File: src/rtl/bin2bcd_seq.sv
// Sequential double-dabble binary-to-BCD converter with sign handling.
// Results are published only on completion so downstream displays never show partial digits.
module bin2bcd_seq #(
    parameter int unsigned WIDTH     = 16,
    parameter int unsigned DIGITS    = 5,
    parameter int unsigned SIGNED_IN = 0
) (
    input  logic                  clk,
    input  logic                  rst_n,
    input  logic                  start,
    input  logic [WIDTH-1:0]      bin_in,
    input  logic                  sign_in,
    output logic                  busy,
    output logic                  done,
    output logic [4*DIGITS-1:0]   bcd_out,
    output logic                  sign_out,
    output logic [1:0]            dbg_state_o
);
    // Handshake: start is a request sampled on every rising edge but accepted only in
    // IDLE (no queuing); done is a single-cycle pulse from which bcd_out/sign_out are valid.
    localparam int unsigned CW = $clog2(WIDTH + 1);

    typedef enum logic [1:0] {IDLE = 2'd0, SHIFT = 2'd1, FINISH = 2'd2} state_e;

    state_e              state_q, state_d;
    logic [CW-1:0]       count_q, count_d;
    logic [WIDTH-1:0]    mag_q, mag_d;
    logic [4*DIGITS-1:0] scratch_q, scratch_d;
    logic [4*DIGITS-1:0] bcd_q, bcd_d;
    logic [4*DIGITS-1:0] corrected;
    logic                sign_q, sign_d;
    logic                sign_out_q, sign_out_d;
    logic [WIDTH-1:0]    in_mag;
    logic                in_neg;

    // Two's complement magnitude: the most negative value maps onto its unsigned bit pattern.
    always_comb begin
        in_neg = sign_in;
        in_mag = bin_in;
        if (SIGNED_IN != 0) begin
            in_neg = bin_in[WIDTH-1];
            in_mag = bin_in[WIDTH-1] ? (~bin_in + 1'b1) : bin_in;
        end
    end

    always_comb begin
        for (int i = 0; i < int'(DIGITS); i++) begin
            corrected[4*i +: 4] = (scratch_q[4*i +: 4] >= 4'd5) ? scratch_q[4*i +: 4] + 4'd3
                                                                : scratch_q[4*i +: 4];
        end
    end

    always_comb begin
        state_d    = state_q;
        count_d    = count_q;
        mag_d      = mag_q;
        scratch_d  = scratch_q;
        bcd_d      = bcd_q;
        sign_d     = sign_q;
        sign_out_d = sign_out_q;
        unique case (state_q)
            IDLE: begin
                if (start) begin
                    mag_d     = in_mag;
                    scratch_d = '0;
                    count_d   = CW'(WIDTH);
                    sign_d    = in_neg && (in_mag != '0);
                    state_d   = SHIFT;
                end
            end
            SHIFT: begin
                scratch_d = {corrected[4*DIGITS-2:0], mag_q[WIDTH-1]};
                mag_d     = {mag_q[WIDTH-2:0], 1'b0};
                count_d   = count_q - 1'b1;
                // The last shift publishes straight into the output register so the
                // values are already valid in the cycle that done is high.
                if (count_q == CW'(1)) begin
                    bcd_d      = scratch_d;
                    sign_out_d = sign_q;
                    state_d    = FINISH;
                end
            end
            FINISH: state_d = IDLE;
            default: state_d = IDLE;
        endcase
    end

    always_ff @(posedge clk or negedge rst_n) begin
        if (!rst_n) begin
            state_q    <= IDLE;
            count_q    <= '0;
            mag_q      <= '0;
            scratch_q  <= '0;
            bcd_q      <= '0;
            sign_q     <= 1'b0;
            sign_out_q <= 1'b0;
        end else begin
            state_q    <= state_d;
            count_q    <= count_d;
            mag_q      <= mag_d;
            scratch_q  <= scratch_d;
            bcd_q      <= bcd_d;
            sign_q     <= sign_d;
            sign_out_q <= sign_out_d;
        end
    end

    assign busy        = (state_q == SHIFT);
    assign done        = (state_q == FINISH);
    assign bcd_out     = bcd_q;
    assign sign_out    = sign_out_q;
    assign dbg_state_o = state_q;
endmodule

File: config.mk
export PLATFORM = sky130hd
export DESIGN_NAME = bin2bcd_seq
export DESIGN_NICKNAME = d
export VERILOG_FILES = /design/src/rtl/bin2bcd_seq.sv
export SDC_FILE = /design/constraint.sdc
export NUM_CORES = 1
export LEC_CHECK = 0
export CELL_PAD_IN_SITES_DETAIL_PLACEMENT = 1
export CELL_PAD_IN_SITES_GLOBAL_PLACEMENT = 1
export CORE_MARGIN = 2
export CORE_UTILIZATION = 46
export CTS_CLUSTER_DIAMETER = 100
export DETAILED_ROUTE_END_ITERATION = 6
export GPL_TIMING_DRIVEN = 0
export HOLD_SLACK_MARGIN = 0.05
export PLACE_DENSITY = 0.82
export SLEW_MARGIN = 20
export SYNTH_ARGS = -nofsm -noshare
export SYNTH_HDL_FRONTEND = slang
export SYNTH_SLANG_ARGS = --single-unit
File: constraint.sdc
create_clock -name clk -period 4.3 [get_ports clk]
set_input_delay 1.075 -clock clk [delete_from_list [all_inputs] [get_ports clk]]
set_output_delay 1.075 -clock clk [all_outputs]
set_load 0.005 [all_outputs]
# Yosys cells after proc, flatten, opt, wreduce, memory -nomap -nowiden
# Index checks and enable logic that the tools add are counted.
# totals
memories,0
word_cells,45
latchBits,0
out_inout_bits,25
in_bits,20
ff_bits,65
ram_bits,0
romBits,0
# classes
n_shift,0
order_cmp,5
eq_ne,5
reduce_logical,8
n_div,0
mux,14
n_addsub,6
n_bitwise,0
mul,0
# ops
cell,count
$pmux 20 s2,1
$pmux 16 s2,1
$ge 4x3->1 const B,5
$mux 20,1
$add 4x2->4 const B,4
$mux 16,1
$mux 4,4
$reduce_bool 16->1,1
$pmux 5 s2,1
$reduce_and 2->1,4
$eq 5x1->1 const B,1
$mux 5,1
$sub 5x1->5 const B,1
$mux 2,2
$pmux 2 s2,1
$add 3x2->3 const B,1
$mux 3,1
$eq 2x1->1 const B,1
$eq 2x2->1 const B,1
$logic_not 2->1,1
$ne 2x1->1 const B,1
$ne 2x2->1 const B,1
$reduce_bool 2->1,1
$logic_and 1x1->1,1

# Longest topological paths before layout
# logic_depth
depth_word,3
mapped_depth,7
ltp_nobuf,6

# Worst setup path after synthesis
# Ideal clock, no wire load.
# synth_path
kind,flip-flop to output port
start,register state_q[1] (netlist: dbg_state_o[1])
end,output busy
required_ps,3225
path_slack_ps,2271
n_path_buf,2
stages_incl_launch_ff,5
arrival_time_ps,954
path_cell_list,dfrtp_1 buf_6 nand2b_4 inv_4 buf_2
# synth_between
elab_chain_len,1
# synth_rtl
item,line,source
start: declaration,25,"state_e state_q, state_d;"
start signal: assignment,98,state_q <= state_d;
$eq 2x1->1,108,assign busy = (state_q == SHIFT);
end: declaration,13,"output logic busy,"
# Every way passes these cells.

# Worst setup path in the final report
# Ends and elaborated chain as after synthesis.

==> results_dict.tcl <==
set metrics [dict create \
    status "finished clean" \
    numCtsBuffers 9 \
    crit_type "register to primary output" \
    antenna_cells 0 \
    groute.usage.overall_pct 23.7 \
    area_delta_synth_final_pct 24.3 \
    insertion_delay_ps 350 \
    worst_pin_slew_ps 491 \
    layout_common_cells "dfrtp_1 (65), clkdlybuf4s50_1 (43), o21ai_0 (40)" \
    drv_slew 0 \
    fin_crit_ps 3110 \
    peakVddDrop_mv 0.281 \
    via_per_inst 5.72 \
    synth_nets 337 \
    place_area_sq_um 3750 \
    power_uw 3110 \
    cts_resized 0 \
    final_layout_size_suffix_gt1_share_pct 13.1 \
    path_clk_slew_ps 80 \
    fin_nets 393 \
    p_leak_uw 0.00172 \
    hold-worst-slack_ps 474 \
    synth-seq-cells 65 \
    cts_tree "built" \
    final_common_cell "dfrtp_1" \
    min_path_cells 2 \
    n_fill_cell 777 \
    synth_area_sq_um 3190 \
    period_share_pct 72.4 \
    cts_root_buffer "clkbuf_8" \
    ant_nets 0 \
    coreArea_sq_um 6760 \
    grt_busiest_layer "met2" \
    instances_no_fill 446 \
    yosys_warnings 0 \
    first_pass_iters 4 \
    skew_ps 12.4 \
    ys_top_cells_by_area "dfrtp_1 (51%), o21ai_0 (6.3%), ha_1 (4.7%)" \
    gp_congestion 0.798 \
    grt-ovfl-total 0 \
    wl_per_cell_um 18.6 \
    die_h_um 87.3 \
    htreeDepth 3 \
    first_global_vias 2802 \
    r2r_cells 6 \
    vias 2553 \
    maxCapViolations 0 \
    rsz0062_at_grt "no" \
    critPathRequiredTime_ps 3220 \
    antenna_found_initial 0 \
    die_w_um 87.3 \
    num_rows 30 \
    postSynthCellCount 305 \
    grt_max_degree 39 \
    seq_area_frac_synth_pct 51.0 \
    first_iter_violations 73 \
    wl_mm 8.28 \
    drc 0 \
    syn-mean-instance-area_sq_um 10.5 \
    grtUsageMet2_pct 40.5 \
    relSlewSlack_pct 67.2 \
    worst_ep_arrival_time_ps 2040 \
    p_per_area_nw_per_um2 785 \
    grtUsageMet3_pct 3.79 \
    cts_buffer_depth 2 \
    fmax_ghz 0.321 \
    ios 45 \
    finalSetupViolCount 0 \
    use_met1_pct 30.1 \
    final_cell_area_sq_um 3960 \
    place_inst 430 \
    synth_top_area_cell "dfrtp_1" \
    fin_util_pct 58.6 \
    rrSetupSlack_ps 2430 \
    holdBufCountCts 0 \
    crit_fanout 10 \
    start_util_pct 47.2 \
    hold_path.class "register to register" \
    clock-sinks 65 \
    crit_path_start_kind "register" \
    end_kind "primary output" \
    cts_setup_buffers 0 \
    synthDistinctLibCells 32 \
    die_area_sq_um 7610 \
    synth_top_area_share_pct 51.0 \
    portBuffers 44 \
    hpwl_mm 5.80 \
    hold_viol_final 0 \
    grt_pass1_wl_mm 13.8 \
]
-- worst max-delay path: stages, from the launching register on --
cell and delay [ps]:
dfrtp_1 390, buf_6 140, nand2b_4 170, inv_4 140, buf_2 290, clkdlybuf4s50_1 550
-- cell families after synthesis --
| group | synth area share (%) |
|---|---|
| AOI/OAI and AO/OA | 17.9 |
| xor gates and xnor gates | 1.37 |
| adders and majority gates | 4.71 |
| buffers and inverters | 4.55 |
| DFF | 51.0 |
| muxes | 5.77 |
| and+or+nand+nor | 14.6 |
-- cell usage after synthesis --
| cell | instances |
|---|---|
| a21oi_1 | 20 |
| a21oi_2 | 4 |
| a22o_1 | 11 |
| a22oi_1 | 15 |
| buf_2 | 5 |
| buf_4 | 3 |
| buf_6 | 2 |
| clkbuf_1 | 4 |
| dfrtp_1 | 65 |
| ha_1 | 12 |
| inv_1 | 12 |
| inv_4 | 1 |
| inv_6 | 1 |
| mux2_2 | 11 |
| mux2i_1 | 6 |
| nand2_1 | 30 |
| nand2_4 | 1 |
| nand2b_1 | 6 |
| nand2b_4 | 1 |
| nand3_1 | 8 |
| nand4_1 | 1 |
| nor2_1 | 1 |
| nor2b_1 | 14 |
| nor3_1 | 6 |
| nor3b_1 | 9 |
| nor4_1 | 4 |
| nor4b_4 | 1 |
| o21ai_0 | 40 |
| o21ai_1 | 4 |
| o21bai_1 | 1 |
| or4_1 | 1 |
| xnor2_1 | 5 |
-- path summary, 6_finish.rpt --
check,endpoint,from
worst max register to register,bcd_out[18],scratch_q[16]
worst max-delay path,busy,dbg_state_o[1]
worst min register to register,sign_q,sign_q
max in group asynchronous,mag_q[2],rst_n
worst min-delay path,sign_q,sign_q
min in group asynchronous,scratch_q[6],rst_n
-- report_power, final --
group / switching, uW / internal [uW] / leakage, uW / total [uW]
Clock: 250 / 314 / 0.000105 / 565
Combinational: 717 / 686 / 0.000788 / 1400
Sequential: 250 / 891 / 0.000826 / 1140
-- sequential cells by signal (all words and copies together), names as in the netlist --
register and flops:
count_q 5, dbg_state_o 2, bcd_out 20, scratch_q 20, mag_q 16, sign_out 1
sign_q 1
-- per-stage QoR --
stage,setup WS [ps],TNS [ps]
2_1_floorplan,2270,0
3_3_place_gp,-65.3,-4010
3_5_place_dp,1580,0
4_1_cts,1190,0
5_1_grt,1130,0
6_report,1190,0
-- metal layers --
metal	vias to the layer above	wire [um]
met5	-	0
met4	0	104
met3	11	201
met2	49	4240
met1	1296	3740
li1	1197	-
-- cell type report --
class	count	area [sq um]	area share, %
multi-input combinational	212	1420	35.8
buffer	14	85.1	2.15
tap	80	100	2.53
inverter	14	60.1	1.52
timing repair buffer	45	458	11.6
clock inverter	4	50.0	1.26
clock buffer	12	165	4.17
sequential	65	1630	41.1
(Power assumes the default switching activity.)
